`config.mk`:
```
export PLATFORM = sky130hd
export DESIGN_NAME = cascade_cmp_ctrl
export DESIGN_NICKNAME = d
export VERILOG_FILES = /design/src/rtl/cascade_cmp_ctrl.sv
export SDC_FILE = /design/constraint.sdc
export NUM_CORES = 1
export LEC_CHECK = 0
export CORE_MARGIN = 3
export CORE_UTILIZATION = 33
export DETAILED_ROUTE_END_ITERATION = 8
export GPL_TIMING_DRIVEN = 0
export SYNTH_ARGS = -nofsm -noshare
export SYNTH_HDL_FRONTEND = slang
export SYNTH_SLANG_ARGS = --single-unit
```
`constraint.sdc`:
```
create_clock -name clk -period 4.5 [get_ports clk]
set_clock_uncertainty 0.05 [all_clocks]
set_input_delay 0.9 -clock clk [delete_from_list [all_inputs] [get_ports clk]]
set_output_delay 0.9 -clock clk [all_outputs]
set_load 0.03 [all_outputs]
```
`src/rtl/cascade_cmp_ctrl.sv`:
```
// Sequencer that compares two wide unsigned operands one nibble per clock,
// MSB-first, through a shared external 4-bit magnitude comparator.
module cascade_cmp_ctrl #(
    parameter int NIBBLES = 4
) (
    input  logic                   clk,
    input  logic                   rst,
    input  logic                   start,
    input  logic [4*NIBBLES-1:0]   a_in,
    input  logic [4*NIBBLES-1:0]   b_in,
    output logic [3:0]             cmp_a,
    output logic [3:0]             cmp_b,
    input  logic [2:0]             cmp_o,
    output logic                   busy,
    output logic                   done,
    output logic [2:0]             result,
    output logic                   err,
    output logic [2:0]             nib_idx
);

    typedef enum logic [1:0] {
        IDLE = 2'd0,
        RUN  = 2'd1,
        DONE = 2'd2
    } state_t;

    state_t               state, state_n;
    logic [4*NIBBLES-1:0] a_reg, b_reg, a_reg_n, b_reg_n;
    logic [2:0]           nib_idx_n;
    logic [2:0]           result_n;
    logic                 err_n;

    always_ff @(posedge clk) begin
        if (rst) begin
            state   <= IDLE;
            a_reg   <= '0;
            b_reg   <= '0;
            nib_idx <= 3'd0;
            result  <= 3'b000;
            err     <= 1'b0;
        end else begin
            state   <= state_n;
            a_reg   <= a_reg_n;
            b_reg   <= b_reg_n;
            nib_idx <= nib_idx_n;
            result  <= result_n;
            err     <= err_n;
        end
    end

    // Any comparator code that is not one-hot flags err and ends the compare.
    always_comb begin
        state_n   = state;
        a_reg_n   = a_reg;
        b_reg_n   = b_reg;
        nib_idx_n = nib_idx;
        result_n  = result;
        err_n     = err;
        cmp_a     = 4'd0;
        cmp_b     = 4'd0;

        case (state)
            IDLE: begin
                if (start) begin
                    a_reg_n   = a_in;
                    b_reg_n   = b_in;
                    nib_idx_n = 3'(NIBBLES - 1);
                    result_n  = 3'b000;
                    err_n     = 1'b0;
                    state_n   = RUN;
                end
            end
            RUN: begin
                for (int i = 0; i < NIBBLES; i++) begin
                    if (nib_idx == 3'(i)) begin
                        cmp_a = a_reg[4*i +: 4];
                        cmp_b = b_reg[4*i +: 4];
                    end
                end
                case (cmp_o)
                    3'b100, 3'b001: begin
                        result_n = cmp_o;
                        state_n  = DONE;
                    end
                    3'b010: begin
                        if (nib_idx == 3'd0) begin
                            result_n = 3'b010;
                            state_n  = DONE;
                        end else begin
                            nib_idx_n = nib_idx - 3'd1;
                        end
                    end
                    default: begin
                        err_n    = 1'b1;
                        result_n = 3'b000;
                        state_n  = DONE;
                    end
                endcase
            end
            DONE: begin
                state_n = IDLE;
            end
            default: begin
                state_n = IDLE;
            end
        endcase
    end

    assign busy = (state == RUN) || (state == DONE);
    assign done = (state == DONE);

endmodule

```
==> results.py, run 1 <==
metrics = {
    "floorplanning": {
        "dieArea_sq_um": 7045,
        "initial_core_util_pct": 35.32,
        "die_h_microns": 83.94,
        "rows": 27,
        "die_width_microns": 83.94,
        "core_area_sq_um": 5675,
        "ioPinCount": 55,
    },
    "global_routing": {
        "gr-total-overflow": 0,
        "track_usage_pct": 15.30,
        "grt_max_degree": 13,
        "grt_pass1_wl_mm": 8.832,
        "antenna_found_initial": 0,
        "grt_pass1_vias": 1843,
    },
    "sta": {
        "timing.final.ws_setup_ns": 0.7572,
        "finalHoldViolCount": 0,
        "maxClockFrequency_ghz": 0.2672,
        "setup_tns_ns": 0,
        "worst_slew_pin_slew_ns": 0.4993,
        "post-route-period-util_pct": 83.17,
        "setup_viol": 0,
        "rsz0062_at_grt": "no",
        "period_minus_slack_ns": 3.743,
        "drv_slew": 0,
        "relSlewSlack_pct": 66.71,
    },
    "setup_path": {
        "cp-end-kind": "output pin",
        "critPathLaunchType": "flip-flop",
        "crit_fanout": 10,
        "cpMostUsedCell": "clkbuf_1",
        "cp.arrival_ns": 2.79,
        "crit_chain": "inv_1, ha_1, clkbuf_1, clkbuf_1, a21oi_1, o22ai_1, clkdlybuf4s50_1",
        "path_class": "flip-flop to output pin",
        "crit_slowest_cell": "clkdlybuf4s50_1",
        "critical_path_required_ns": 3.55,
        "max_stage_delay_ns": 0.71,
    },
    "finish": {
        "stdcell_count": 399,
        "fin_util_pct": 48.02,
        "fin_nets": 373,
        "area_delta_synth_final_pct": 35.95,
        "final_area_sq_um": 2725,
        "antenna_cells": 0,
        "drive_gt1_share_pct": 4.587,
    },
    "drt": {
        "wl_per_cell_microns": 13.22,
        "drc": 0,
        "drt_iter0_markers": 107,
        "vias_per_cell": 4.895,
        "vias": 1953,
        "ant_nets": 0,
        "wirelength_mm": 5.274,
        "dr.pass1.iters": 4,
    },
    "power": {
        "p_leak_nw": 0.9558,
        "vdd_drop_max_mv": 0.1713,
        "power_density_nw_per_um2": 342.0,
    },
    "logic_synthesis": {
        "synth_edf_count": 0,
        "synth_top_area_share_pct": 40.95,
        "yosys-top-cells-area": "dfxtp_1, nand2_1, a21oi_1",
        "syn_avg_cell_area_sq_um": 7.535,
        "synth_seq_cells": 41,
        "syn-cell-area_sq_um": 2004,
        "synth_nets": 312,
        "yosysMostFrequentCell": "nand2_1",
        "yosysWarnings": 0,
        "syn_inst": 266,
        "synth.distinct_cells": 31,
        "netlist_top_cells_count": "nand2_1, a21oi_1, dfxtp_1",
        "synth_top_area_cell": "dfxtp_1",
        "ys_seq_area_share_pct": 40.95,
        "synth_ff_type": "dfxtp_1",
        "async_reset_ff_share_pct": 0,
    },
    "place": {
        "numPortBuffers": 54,
        "dp_hpwl_mm": 3.921,
        "dpl.cell_count": 392,
        "gp_congestion": 0.8058,
        "dpl_cell_area_sq_um": 2635,
        "pre_cts_ws_ns": 1.085,
    },
    "cts": {
        "cts_buffer_depth": 2,
        "htreeDepth": 2,
        "cts_tree": "yes",
        "numClockSinks": 41,
        "cts_hold_buf": 0,
        "postCtsSetupRepairBufs": 0,
        "cts_made_buffers": 5,
        "cts-resized-gates": 0,
        "worst_skew_pair.late_latency_ns": 0.28,
        "clkTransAtPathRegs_ns": 0.08,
        "cts_root_buffer": "clkbuf_8",
    },
    "min_path": {
        "worst_hold_path_type": "flip-flop to flip-flop",
    },
    "status": {
        "status": "finished, final reports clean",
    },
    "job": {
        "maxCapViolations": 0,
    },
}
## where the power goes
group / switching [mW] / internal (mW) / leakage (nW)
combinational: 0.155 / 0.114 / 0.576
clock: 0.126 / 0.121 / 0.0433
sequential: 0.0222 / 0.393 / 0.336
## per-stage QoR
step                      power, mW  hold WS, ns
after detailed placement     0.6937       0.3997
after floorplan              0.5912       0.3864
final                        0.9319       0.4079
after global placement       0.6896       0.3936
after global routing         0.9926       0.4297
after CTS                    0.9425       0.4111
## cell type report
cell class / count / area (sq um)
Clock inverter: 1 / 7.507
Multi-Input combinational cell: 200 / 1085
Inverter: 6 / 22.52
Buffer: 19 / 76.32
Clock buffer: 6 / 82.58
Timing Repair Buffer: 54 / 540.5
Sequential cell: 41 / 820.8
Fill cell: 604 / 2950
Tap cell: 72 / 90.09
## layout by cell type (no fill, tap or decap), types with 5 or more instances in the layout
cell / synthesis / layout
nand2_1: 84 / 84
a21oi_1: 54 / 54
clkdlybuf4s50_1: 0 / 54
dfxtp_1: 41 / 41
clkbuf_1: 14 / 14
o22ai_1: 9 / 9
nand3b_1: 8 / 8
ha_1: 8 / 8
inv_1: 6 / 6
clkbuf_8: 0 / 6
nor3_1: 5 / 5
nor2_1: 5 / 5
## kinds of logic (layout without fill, tap and decap cells)
kind of cell	after synthesis	count (layout)	synth area share, %
buffers and inverters	25	86	4.931
adder cells (fa/ha/maj)	8	8	4.994
XOR/XNOR	1	1	0.4370
AND/OR/NAND/NOR	115	115	26.09
AO/OA/AOI/OAI	71	71	20.04
multiplexers	5	5	2.559
flip-flops	41	41	40.95
## worst max-delay path: cells and delay by family (launching register included)
family | cells | cell delay, ns
buffers and inverters | 4 | 1.60
flip-flops | 1 | 0.39
AO/OA/AOI/OAI | 2 | 0.35
adder cells (fa/ha/maj) | 1 | 0.16
## routing by layer
metal | track usage [%] | routed length [microns] | up-vias
met5 | 0 | 0 | -
met4 | 3.947 | 36 | 0
met3 | 3.060 | 222 | 2
met2 | 25.16 | 2470 | 36
met1 | 20.42 | 2544 | 897
li1 | - | - | 1018
## final timing paths
path / startpoint / to / slack [ns] / cells after the start
setup reg to reg: nib_idx[0]$_SDFFE_PP0P_ / nib_idx[2]$_SDFFE_PP0P_ / 2.43 / 7
hold reg to reg: b_reg[9]$_SDFFE_PP0P_ / b_reg[9]$_SDFFE_PP0P_ / 0.41 / 2
setup / recovery: nib_idx[0]$_SDFFE_PP0P_ / cmp_a[3] / 0.76 / 7
hold / removal: b_reg[9]$_SDFFE_PP0P_ / b_reg[9]$_SDFFE_PP0P_ / 0.41 / 2
(Power assumes the default switching activity.)
==> inputs of run 2 (changes only) <==
Clock period 4.5 ns to 3.4 ns, I/O delays scaled along.
==> results.py, run 2 (synthesis gave the netlist of run 1 again) <==
metrics = {
    "min_path": {
        "worst_hold_path_type": "flip-flop to flip-flop",
    },
    "finish": {
        "fillers": 605,
        "drive_gt1_share_pct": 5.215,
        "antenna_cells": 0,
        "area_delta_synth_final_pct": 36.33,
        "final_common_cell": "nand2_1",
        "final_cell_mix": "nand2_1, a21oi_1, clkdlybuf4s50_1",
        "multi_input_area_sq_um": 1085,
        "fin_nets": 372,
        "regArea_sq_um": 820.8,
    },
    "setup_path": {
        "crit_fanout": 10,
        "critical_path_required_ns": 2.67,
        "cp.arrival_ns": 2.41,
        "critPathLaunchType": "flip-flop",
        "path_class": "flip-flop to output pin",
        "cp-end-kind": "output pin",
    },
    "sta": {
        "setup_tns_ns": 0,
        "finalHoldViolCount": 0,
        "maxClockFrequency_ghz": 0.3181,
        "rsz0062_at_grt": "no",
        "setup_viol": 0,
        "fin_worst_hold_slack_ns": 0.4086,
        "period_minus_slack_ns": 3.144,
        "post-route-period-util_pct": 92.48,
        "relSlewSlack_pct": 66.58,
        "worst_slew_pin_slew_ns": 0.5013,
        "drv_slew": 0,
        "timing.final.ws_setup_ns": 0.2558,
    },
    "global_routing": {
        "grt_pass1_wl_mm": 8.825,
        "gr-total-overflow": 0,
        "grt_pass1_vias": 1849,
        "antenna_found_initial": 0,
        "grt_max_degree": 13,
        "track_usage_pct": 15.30,
    },
    "floorplanning": {
        "dieArea_sq_um": 7045,
        "die_h_microns": 83.94,
        "ioPinCount": 55,
        "initial_core_util_pct": 35.32,
        "die_width_microns": 83.94,
        "rows": 27,
        "core_area_sq_um": 5675,
    },
    "power": {
        "switching_power_mw": 0.4043,
        "power_density_nw_per_um2": 452.0,
        "seqPwrFrac_pct": 44.5,
        "p_leak_nw": 1.068,
        "vdd_drop_max_mv": 0.2253,
        "combinationalPowerShare_pct": 28.8,
        "power_mw": 1.235,
        "pwr-share-clk_pct": 26.8,
        "switching_share_pct": 32.73,
        "internal_power_mw": 0.8309,
    },
    "cts": {
        "htreeDepth": 2,
        "cts_hold_buf": 0,
        "cts_made_buffers": 5,
        "clkTransAtPathRegs_ns": 0.08,
        "numClockSinks": 41,
        "cts_tree": "yes",
        "cts_root_buffer": "clkbuf_8",
        "worst_skew_pair.late_latency_ns": 0.29,
        "cts_buffer_depth": 2,
        "postCtsSetupRepairBufs": 0,
    },
    "place": {
        "pre_cts_ws_ns": 0.2050,
        "dp_hpwl_mm": 3.921,
        "numPortBuffers": 54,
        "gp_congestion": 0.8058,
    },
    "status": {
        "status": "finished, final reports clean",
    },
    "drt": {
        "drt_iter0_markers": 113,
        "wl_per_cell_microns": 13.24,
        "vias": 1953,
        "vias_per_cell": 4.907,
        "ant_nets": 0,
        "wirelength_mm": 5.271,
        "dr.pass1.iters": 4,
        "drc": 0,
    },
    "job": {
        "maxCapViolations": 0,
    },
}
-- run 2: changes by cell type in the layout (fill, tap and decap cells not counted), sizes merged --
cell	previous run	this run
clkbuf	20	19
clkdlybuf4s50	54	46
dlygate4sd2	0	3
dlymetal6s2s	0	5
-- run 2: critical path: stages, from the launching register on --
cell and delay, ns:
dfxtp_1 0.47, inv_1 0.13, ha_1 0.29, clkbuf_2 0.23, nand3b_1 0.19, a21oi_1 0.19, a21oi_1 0.06, o22ai_1 0.13
dlygate4sd2_1 0.42
-- run 2: cell type report --
| type | count | share of cell area, % |
|---|---|---|
| inverters | 6 | 0.8242 |
| plain buffers | 18 | 2.747 |
| clock buffers | 6 | 3.022 |
| flip-flops and latches | 41 | 30.04 |
| multi-input cells | 200 | 39.70 |
| well taps | 72 | 3.297 |
| clock inverters | 1 | 0.2747 |
| repair buffers | 54 | 20.10 |
-- run 2: power groups by stage --
| stage | registers [mW] | logic [mW] | clock network, mW |
|---|---|---|---|
| final | 0.549 | 0.355 | 0.331 |
| after floorplan | 0.566 | 0.216 | 0 |
| after global routing | 0.555 | 0.395 | 0.362 |
| after global placement | 0.559 | 0.354 | 0 |
| after detailed placement | 0.561 | 0.357 | 0 |
| after CTS | 0.550 | 0.359 | 0.339 |
-- run 2: worst paths after layout --
check / start / slack (ns) / depth (start not counted) / endpoint
setup / recovery: nib_idx[1]$_SDFFE_PP0P_ / 0.26 / 8 / cmp_b[1]
hold / removal: b_reg[9]$_SDFFE_PP0P_ / 0.41 / 2 / b_reg[9]$_SDFFE_PP0P_
setup reg to reg: nib_idx[0]$_SDFFE_PP0P_ / 1.33 / 7 / nib_idx[2]$_SDFFE_PP0P_
hold reg to reg: b_reg[9]$_SDFFE_PP0P_ / 0.41 / 2 / b_reg[9]$_SDFFE_PP0P_
-- run 2: metal layers --
| metal | vias to the layer above | part of all wire [%] | GRT usage [%] |
|---|---|---|---|
| met5 | - | 0 | 0 |
| met4 | 0 | 0.89 | 3.947 |
| met3 | 5 | 4.8 | 3.060 |
| met2 | 44 | 47 | 25.23 |
| met1 | 887 | 47 | 20.36 |
| li1 | 1017 | - | - |
-- run 2: timing repair --
item                       CTS  global route
setup endpoints to repair    8             5
resized for setup            5             5
gates cloned                 0             0
-- run 2: metrics by stage --
step	util [%]	cell area, sq um	instances
after CTS	47.99	2724	399
final	48.15	2733	398
after global placement	46.43	2635	392
after detailed placement	46.43	2635	392
after global routing	48.15	2733	398
after floorplan	-	2004	266
